[src/rtl/fa_pkg.sv]
// Shared definitions for the bit-serial add/subtract block: default width and
// FSM state encoding.
package fa_pkg;

    localparam int FA_W = 4;

    typedef enum logic [1:0] {
        S_IDLE = 2'd0,
        S_RUN  = 2'd1,
        S_DONE = 2'd2
    } state_t;

endpackage

[src/rtl/fa_1bit.sv]
// Single full-adder cell; the only arithmetic in the serial adder/subtractor.
module fa_1bit (
    input  logic a,
    input  logic b,
    input  logic ci,
    output logic so,
    output logic co
);

    assign so = a ^ b ^ ci;
    assign co = (a & b) | (a & ci) | (b & ci);

endmodule

[src/rtl/addsub_4bit_ser.sv]
// Bit-serial a +/- b with carry/borrow-in, LSB first through one full adder.
// Handshake: start is taken only in IDLE; done pulses one cycle with the result.
module addsub_4bit_ser
    import fa_pkg::*;
#(
    parameter int W = FA_W
) (
    input  logic         clk,
    input  logic         rst_n,
    input  logic         start,
    input  logic         sub,
    input  logic [W-1:0] a,
    input  logic [W-1:0] b,
    input  logic         ci,
    output logic         busy,
    output logic         done,
    output logic [W-1:0] so,
    output logic         co,
    output logic         ov,
    output logic [1:0]   dbg_state
);

    localparam int CW = (W > 1) ? $clog2(W) : 1;
    localparam logic [CW-1:0] LAST = CW'(W - 1);

    state_t        r_state;
    logic [W-1:0]  r_a;
    logic [W-1:0]  r_b;
    logic [W-1:0]  r_res;
    logic          r_c;
    logic          r_sub;
    logic [CW-1:0] r_cnt;
    logic          r_busy;
    logic          r_done;
    logic [W-1:0]  r_so;
    logic          r_co;
    logic          r_ov;

    logic          w_sum;
    logic          w_cout;
    logic [W-1:0]  w_res_next;

    fa_1bit u_fa (
        .a  (r_a[0]),
        .b  (r_b[0]),
        .ci (r_c),
        .so (w_sum),
        .co (w_cout)
    );

    assign w_res_next = {w_sum, r_res[W-1:1]};

    always_ff @(posedge clk or negedge rst_n) begin
        if (!rst_n) begin
            r_state <= S_IDLE;
            r_a     <= '0;
            r_b     <= '0;
            r_res   <= '0;
            r_c     <= 1'b0;
            r_sub   <= 1'b0;
            r_cnt   <= '0;
            r_busy  <= 1'b0;
            r_done  <= 1'b0;
            r_so    <= '0;
            r_co    <= 1'b0;
            r_ov    <= 1'b0;
        end else begin
            case (r_state)
                S_IDLE: begin
                    if (start) begin
                        // Subtraction is a + ~b + ~borrow_in through the same cell.
                        r_a     <= a;
                        r_b     <= b ^ {W{sub}};
                        r_c     <= ci ^ sub;
                        r_sub   <= sub;
                        r_cnt   <= '0;
                        r_busy  <= 1'b1;
                        r_state <= S_RUN;
                    end
                end
                S_RUN: begin
                    r_res <= w_res_next;
                    r_a   <= r_a >> 1;
                    r_b   <= r_b >> 1;
                    r_c   <= w_cout;
                    r_cnt <= r_cnt + 1'b1;
                    if (r_cnt == LAST) begin
                        // r_c here is the carry into the MSB.
                        r_so    <= w_res_next;
                        r_co    <= w_cout ^ r_sub;
                        r_ov    <= r_c ^ w_cout;
                        r_done  <= 1'b1;
                        r_state <= S_DONE;
                    end
                end
                S_DONE: begin
                    r_done  <= 1'b0;
                    r_busy  <= 1'b0;
                    r_state <= S_IDLE;
                end
                default: begin
                    r_done  <= 1'b0;
                    r_busy  <= 1'b0;
                    r_state <= S_IDLE;
                end
            endcase
        end
    end

    assign busy      = r_busy;
    assign done      = r_done;
    assign so        = r_so;
    assign co        = r_co;
    assign ov        = r_ov;
    assign dbg_state = r_state;

endmodule

[config.mk]
export PLATFORM = sky130hd
export DESIGN_NAME = addsub_4bit_ser
export DESIGN_NICKNAME = d
export VERILOG_FILES = /design/src/rtl/fa_pkg.sv /design/src/rtl/fa_1bit.sv /design/src/rtl/addsub_4bit_ser.sv
export SDC_FILE = /design/constraint.sdc
export NUM_CORES = 1
export LEC_CHECK = 0
export BUFFER_PORTS_ARGS = -buffer_cell sky130_fd_sc_hd__buf_2
export CAP_MARGIN = 10
export CORE_MARGIN = 10
export CORE_UTILIZATION = 56
export CTS_CLUSTER_SIZE = 20
export DETAILED_ROUTE_END_ITERATION = 10
export HOLD_SLACK_MARGIN = 0.12
export PLACE_DENSITY = 0.81
export SLEW_MARGIN = 20
export SYNTH_ARGS = -nofsm -noshare
export SYNTH_HDL_FRONTEND = slang
export SYNTH_HIERARCHICAL = 1
export SYNTH_SLANG_ARGS = --single-unit
[constraint.sdc]
create_clock -name clk -period 4.05 [get_ports clk]
set_clock_uncertainty 0.2 [all_clocks]
set_input_delay 0.6075 -clock clk [delete_from_list [all_inputs] [get_ports clk]]
set_output_delay 0.6075 -clock clk [all_outputs]
set_load 0.02 [all_outputs]
Word-level counts from Yosys, hierarchy flattened

Cells that the tools add are included.

Bits in latches: 0
Register bits: 26
Memory bits (read-only): 0
Bits of input ports: 13
Memories: 0
Memory bits (writable): 0
Logic and storage cells: 53
Output and inout bits: 10

Add/subtract/negate cells: 1
Order comparisons: 0
Multiplexer cells: 15
Equality and inequality tests: 4
Reduce and logical (&&, ||, !) cells: 8
Shifts and indexed selects: 0
Multiply operators: 0
Bitwise operators: 13
Divide/modulo/power cells: 0

Operator list:

| operator                                       | count |
|---|---|
| case mux 4 bit (2 select lines)                | 2 |
| AND reduction 2 bit                            | 6 |
| two-way mux 4 bit                              | 2 |
| case mux 2 bit (2 select lines)                | 2 |
| two-way mux 2 bit                              | 3 |
| case mux 1 bit (2 select lines)                | 3 |
| XOR 1 bit                                      | 5 |
| != test 2 bit (second input constant)          | 2 |
| XOR 4 bit                                      | 1 |
| bitwise AND 1 bit                              | 3 |
| two-way mux 1 bit                              | 3 |
| adder 2 x 1 -> 2 bit (second input constant)   | 1 |
| == test 2 x 1 -> 1 bit (second input constant) | 1 |
| == test 2 bit (second input constant)          | 1 |
| zero test 2 bit                                | 1 |
| inverter 1 bit                                 | 2 |
| OR 1 bit                                       | 2 |
| nonzero test 2 bit                             | 1 |

Longest topological paths before layout

Gate-level depths: netlist of the first run.

Depth in word-level cells: 4
Mapped depth: 4
Gate-level depth less buffers: 4

Modules after synthesis

Netlist of the first run, hierarchy kept.

Modules (own cells, without submodules):

| module          | times used | seq. area each (um^2) | area each (um^2) | cells each |
|---|---|---|---|---|
| addsub_4bit_ser | 1          | 625.6                 | 1074.8           | 83 |
| fa_1bit         | 1          | 0.0                   | 20.0             | 1 |

Worst setup path before layout of the first run

No wires, ideal clock.

Path type: input -> register
From: input sub
To: register r_b[0]
Setup time: 126 ps
Arrival time: 1211 ps
Slack: 2513 ps
Required time: 3724 ps
Stages: 3
Path buffers: 1
Path through: buf_2 xor2_1 a221o_1

Longest elaborated chain between the ends: 3

RTL lines:

| element                         | RTL line              | source |
|---|---|---|
| start, declared                 | addsub_4bit_ser.sv:11 | `input logic sub,` |
| XOR 4 bit                       | addsub_4bit_ser.sv:73 | `r_b <= b ^ {W{sub}};` |
| two-way mux 4 bit               | addsub_4bit_ser.sv:70 | `if (start) begin` |
| case mux 4 bit (2 select lines) | addsub_4bit_ser.sv:68 | `case (r_state)` |
| end signal, assigned            | addsub_4bit_ser.sv:73 |  |
| end signal, assigned            | addsub_4bit_ser.sv:84 | `r_b <= r_b >> 1;` |
| end, declared                   | addsub_4bit_ser.sv:28 | `logic [W-1:0] r_b;` |

No other way between the ends. The select of a mux whose other input is x is not followed.
A chain may end at the register's enable or synchronous reset.

Worst setup path in the final report of the first run

From: register r_state[0] (netlist: dbg_state[0])
To: output dbg_state[0]

RTL lines:

| element                | RTL line              | source |
|---|---|---|
| start, declared        | addsub_4bit_ser.sv:26 | `state_t r_state;` |
| start signal, assigned | addsub_4bit_ser.sv:55 | `r_state <= S_IDLE;` |
| start signal, assigned | addsub_4bit_ser.sv:78 | `r_state <= S_RUN;` |
| start signal, assigned | addsub_4bit_ser.sv:93 | `r_state <= S_DONE;` |
| end, declared          | addsub_4bit_ser.sv:20 | `output logic [1:0] dbg_state` |

No word-level cell between the ends.

==> metrics.md, run 1 <==
| Metric | Value |
|---|---|
| Hold WC Path Type | in -> reg |
| CP required | 3.24 ns |
| Clk root buf | clkbuf_4 |
| H-tree Lvls | 1 |
| Area grow syn2layout | 14.29% |
| Synth Net Count | ~100 |
| Pin count of the biggest net entering global routing | 26 |
| Leak | 0.6220 nW |
| Largest area contributor in the synthesized netlist | dfrtp_1 |
| Final nets | 123 |
| Worst-margin pin slew | 0.7339 ns |
| Buffers & Inverters on Critical Path | 1 |
| Maximum clock rate | 498.2 MHz |
| FP Rows | 15 |
| Sequential share of the synthesized area | 0.5714 |
| CP max FO | 13 |
| Congestion Overflow GR | 0 |
| Drt initial violations | 31 |
| Top cell type's share of synthesized area | 0.5714 |
| Die Y | 64.22 microns |
| Initial Utilization | 0.6140 |
| Startpoint types | register |
| Seq cells post-synth | 25 |
| Worst path max stage delay | 0.63 ns |
| Pwr per Cell Area | 752.1 nW/um^2 |
| Multi-input logic area | ~440 sq um |
| CTS resizes | 0 |
| Deepest clock path buffer count | 2 |
| I/O Buffers | 22 |
| Final cycle utilization of the critical path | 0.4956 |
| Commonest cells after routing, fill and taps aside | dfrtp_1, buf_2, mux2_1, nand2_1, o21ai_1 |
| Register area | 625.6 sq um |
| WL per Instance | about 15 microns |
| Minimum clock period | 2.007 ns |
| First-pass GRT wire length | between 3000 and 4000 microns |
| CTS tree | done |
| GRT Total Usage | 0.09982 |
| Worst vdd ir | 0.4353 mV |
| CP Capture Type | output port |
| FILL cells | 135 |
| Distinct cells, synth | 26 |
| Placed cell areas | ~1200 sq um |
| DP Wirelength | ~1500 microns |
| Slowest cell on crit path | dfrtp_1 |
| Post-Route Setup TNS | 0 ns |
| Worst-Skew Late Latency | 0.32 ns |
| CTS Hold Bufs | 1 |
| Initial antenna violation count | 0 |
| Die ar. | 4124 sq um |
| Layout cells sized above 1 | 0.2804 |
| Routed via count | 710 |
| Final wirelength | 1981 microns |
| Clk pin slew, worst setup/hold paths | 0.13 ns |
| Max-cap check violation count | 0 |
| Routed vias/inst | roughly 5.4 |
| Gpl congestion | 0.7196 |
| Post-CTS setup buffers | 0 |
| Avg Inst Size Synth | approximately 13 sq um |
| WS Path Type | reg -> out |
| Critical path, cell by cell | buf_2 |
| Final setup viols | 0 |
| Ys Warns | 6 |
| R2r setup slk | 2.29 ns |
| Final Slew Violations | 0 |
| RSZ-0062 raised after global routing | false |
| Antenna cells | 0 |
| Pre-CTS WS | 2.190 ns |
| Die Span X | 64.22 microns |
| Setup ws final | 2.043 ns |
| Vias in the first global route | around 750 |
| First-pass DRT Iterations | 4 |
| Status | finished clean |
| Post-Synthesis Cell Area | 1095 sq um |
| Fin area | 1251 sq um |
| DRC viols | 0 |
| Arr. time, crit path | 1.20 ns |
| Final ANT Viol Nets | 0 |
| Commonest non-fill, non-tap cell in the layout | dfrtp_1 |
| Cell family with most CP delay | flip-flops |
| Synth Instances | 84 |
| Core area | roughly 1800 sq um |
| Inserted Clock Buffers | 3 |
| Ports | 23 |
| CTS Sinks | 25 |
| Relative slew margins | 0.5097 |
| Final Hold Fails | 0 |
| Top cells by area, synth | dfrtp_1, mux2_1, a221o_1 |
stage by stage:
step / hold slack, ns / power (mW) / cells / utilization
2_1_floorplan: 0.1119 / 0.7339 / 84 / -
3_3_place_gp: 0.2673 / 0.8265 / 127 / 0.6807
3_5_place_dp: 0.2754 / 0.8449 / 127 / 0.6807
4_1_cts: 0.2853 / 0.9554 / 132 / 0.7018
5_1_grt: 0.2855 / 1.014 / 132 / 0.7018
6_report: 0.2966 / 0.9410 / 132 / 0.7018
synthesized netlist by cell type:
cell,number
dfrtp_1,25
mux2_1,8
nand2_1,5
o21ai_1,5
a221o_1,4
xor2_1,4
a22o_1,3
a22oi_1,3
and3b_1,3
buf_2,3
xnor2_1,3
inv_1,2
nand2b_1,2
nor2_1,2
a21oi_1,1
and2b_4,1
buf_4,1
fa_1,1
ha_1,1
mux2_2,1
nand3b_4,1
nor2_2,1
nor2b_1,1
nor3_1,1
o21ai_0,1
o21bai_1,1
layout make-up:
class,instances,area share
multi-input cells,53,0.3510
clock buffers,3,0.01800
clock inverters,1,0.004000
well taps,25,0.02500
inverters,2,0.006000
repair buffers,23,0.09600
flip-flops and latches,25,0.5000
state kept, by name (all words and copies together), names as in the netlist:
| register | cells |
|---|---|
| so | 4 |
| r_sub | 1 |
| r_res | 3 |
| ov | 1 |
| done | 1 |
| r_c | 1 |
| r_b | 4 |
| busy | 1 |
| r_a | 4 |
| dbg_state | 2 |
| co | 1 |
| r_cnt | 2 |
worst paths after layout:
kind / startpoint / endpoint / cells after the start
worst max-delay path: dbg_state[0] / dbg_state[0] / 1
worst min-delay path: a[3] / r_a[3] / 2
worst max register to register: dbg_state[0] / r_cnt[0] / 2
worst min register to register: so[2] / so[2] / 1
max in group asynchronous: rst_n / r_sub / 2
min in group asynchronous: rst_n / so[2] / 2
power by group:
group / internal, mW / switching [mW]
Sequential: 0.360 / 0.0880
Clock: 0.0370 / 0.0721
Combinational: 0.185 / 0.199
metal layers:
layer,global-route usage,up-vias,wire length [microns]
met5,0,-,0
met4,0.03209,0,24
met3,0.04704,4,133
met2,0.1555,19,875
met1,0.1192,345,948
li1,-,342,-
cells by family after synthesis:
| logic type | share of synthesized area |
|---|---|
| flip-flops | 0.5714 |
| AO/OA/AOI/OAI | 0.1200 |
| AND/OR/NAND/NOR | 0.1029 |
| multiplexers | 0.09257 |
| XOR/XNOR | 0.05600 |
| buffers and inverters | 0.02743 |
| adder cells (fa/ha/maj) | 0.02971 |
Power figures use the tool's default switching activity.
==> run 2: changes to the inputs <==
CORE_UTILIZATION = 47   (was 56)
PLACE_DENSITY = 0.73   (was 0.81)
clock period = 1.6 ns   (was 4.05 ns; I/O delays follow)
==> metrics.md, run 2 (synthesized netlist as in run 1, its figures left out) <==
| Metric | Value |
|---|---|
| Hold WC Path Type | in -> reg |
| Final cycle utilization of the critical path | 0.9728 |
| CTS Sinks | 25 |
| Startpoint types | register |
| Area grow syn2layout | 29.83% |
| Ports | 23 |
| Setup crit end | r_c |
| Clk pin slew, worst setup/hold paths | approximately 0.14 ns |
| RSZ-0062 raised after global routing | false |
| Pwr per Cell Area | 1787 nW/um^2 |
| Minimum clock period | 1.556 ns |
| Setup ws final | approximately 0.044 ns |
| Pre-CTS WS | 0.04181 ns |
| Final wirelength | 2177 microns |
| Layout cells sized above 1 | 0.3065 |
| Post-Route Setup TNS | 0 ns |
| Inserted Clock Buffers | 3 |
| Commonest cells after routing, fill and taps aside | dfrtp_1, buf_2, dlygate4sd3_1, mux2_1, buf_4 |
| First-pass DRT Iterations | 4 |
| Fin area | 1421 sq um |
| Slowest cell on crit path | fa_1 |
| Initial antenna violation count | 0 |
| Commonest non-fill, non-tap cell in the layout | dfrtp_1 |
| Finished Layout Cells | 152 |
| Leak | 0.6991 nW |
| Drt initial violations | 24 |
| Cell family with most CP delay | adder cells |
| CP max FO | 3 |
| DRC viols | 0 |
| WS Path Type | reg -> reg |
| FILL cells | roughly 190 |
| FP Rows | 17 |
| Critical path, cell by cell | fa_1 -> a221o_1 |
| Placed insts | 137 |
| Max-cap check violation count | 0 |
| CP required | 1.62 ns |
| Placed cell areas | 1270 sq um |
| Multi-input logic area | 439.2 sq um |
| Vias in the first global route | 822 |
| CTS tree | done |
| Final Hold Fails | 0 |
| Worst-Skew Late Latency | between 0.3 and 0.4 ns |
| Routed vias/inst | about 5.1 |
| CP Capture Type | register |
| Initial Utilization | 0.4949 |
| Worst path max stage delay | about 0.49 ns |
| I/O Buffers | 22 |
| First-pass GRT wire length | 3767 microns |
| Routed via count | 777 |
| H-tree Lvls | 1 |
| Relative slew margins | 0.6446 |
| Register area | 625.6 sq um |
| Gpl congestion | 0.7010 |
| Final hold slack | approximately 0.15 ns |
| Core area | around 2200 sq um |
| Clk root buf | clkbuf_4 |
| Maximum clock rate | 642.5 MHz |
| Final ANT Viol Nets | 0 |
| Final setup viols | 0 |
| CP Launch Point | r_a[0] |
| Deepest clock path buffer count | 2 |
| Antenna cells | 0 |
| Die Y | 68.27 microns |
| Crit. path cell count | 2 |
| Die Span X | 68.27 microns |
| WL per Instance | 14.32 microns |
| FF-to-FF End | r_c |
| R2r setup slk | 0.04 ns |
| Tot Pwr | 2.540 mW |
| Status | finished clean |
| DP Wirelength | between 1500 and 2000 microns |
| Worst-margin pin slew | 0.5331 ns |
| Final nets | 140 |
| Layout Utilization | 0.6425 |
| Buffers & Inverters on Critical Path | 0 |
| GRT Total Usage | 0.1042 |
| FF-to-FF path depth | 2 |
| Final Slew Violations | 0 |
| Pin count of the biggest net entering global routing | 26 |
| Worst vdd ir | 0.9462 mV |
| Arr. time, crit path | 1.58 ns |
| Die ar. | 4660 sq um |
| Congestion Overflow GR | 0 |
| Worst R2R Start | r_a[0] |
## run 2: cell types whose count changed in the layout (fill, tap and decap cells not counted), sizes merged
cell and delta:
clkinvlp +1, buf +8, dlygate4sd3 +9, clkinv -1
## run 2: worst min path at each step
stage	startpoint	endpoint	slack [ns]	cells past startpoint
6_report	ci	r_c	0.15	4
5_1_grt	ci	r_c	0.16	4
4_1_cts	ci	r_c	0.14	4
3_5_place_dp	rst_n	so[3]	0.06	1
3_3_place_gp	rst_n	ov	0.06	1
2_1_floorplan	rst_n	busy	-0.26	0
## run 2: layer usage
metal	vias to the layer above	part of all wire	GRT usage
li1	379	-	-
met1	378	0.42	0.1141
met2	20	0.50	0.1791
met3	0	0.079	0.05220
met4	0	0	0.02010
met5	-	0	0
## run 2: area by class of cell
type	count	area share
flip-flops and latches	25	0.4401
multi-input cells	53	0.3090
repair buffers	40	0.1998
well taps	28	0.02465
clock buffers	3	0.01585
clock inverters	1	0.005282
inverters	2	0.005282
## run 2: where the power goes
| group | switching (mW) | internal [mW] |
|---|---|---|
| sequential | 0.163 | 0.913 |
| clock | 0.193 | 0.0955 |
| combinational | 0.588 | 0.588 |
## run 2: worst reg2reg max path, stage by stage, from the launching register on
cell     delay (ns)
dfrtp_1        0.43
fa_1           0.49
a221o_1        0.34
## run 2: repair_timing
action                     4_1_cts  5_1_grt
buffers inserted                 2        0
gates resized for setup          3        1
setup endpoints to repair        1        3
hold endpoints to repair        34        0
cloned                           0        0
pin swaps                        0        1
hold buffers                    10        0
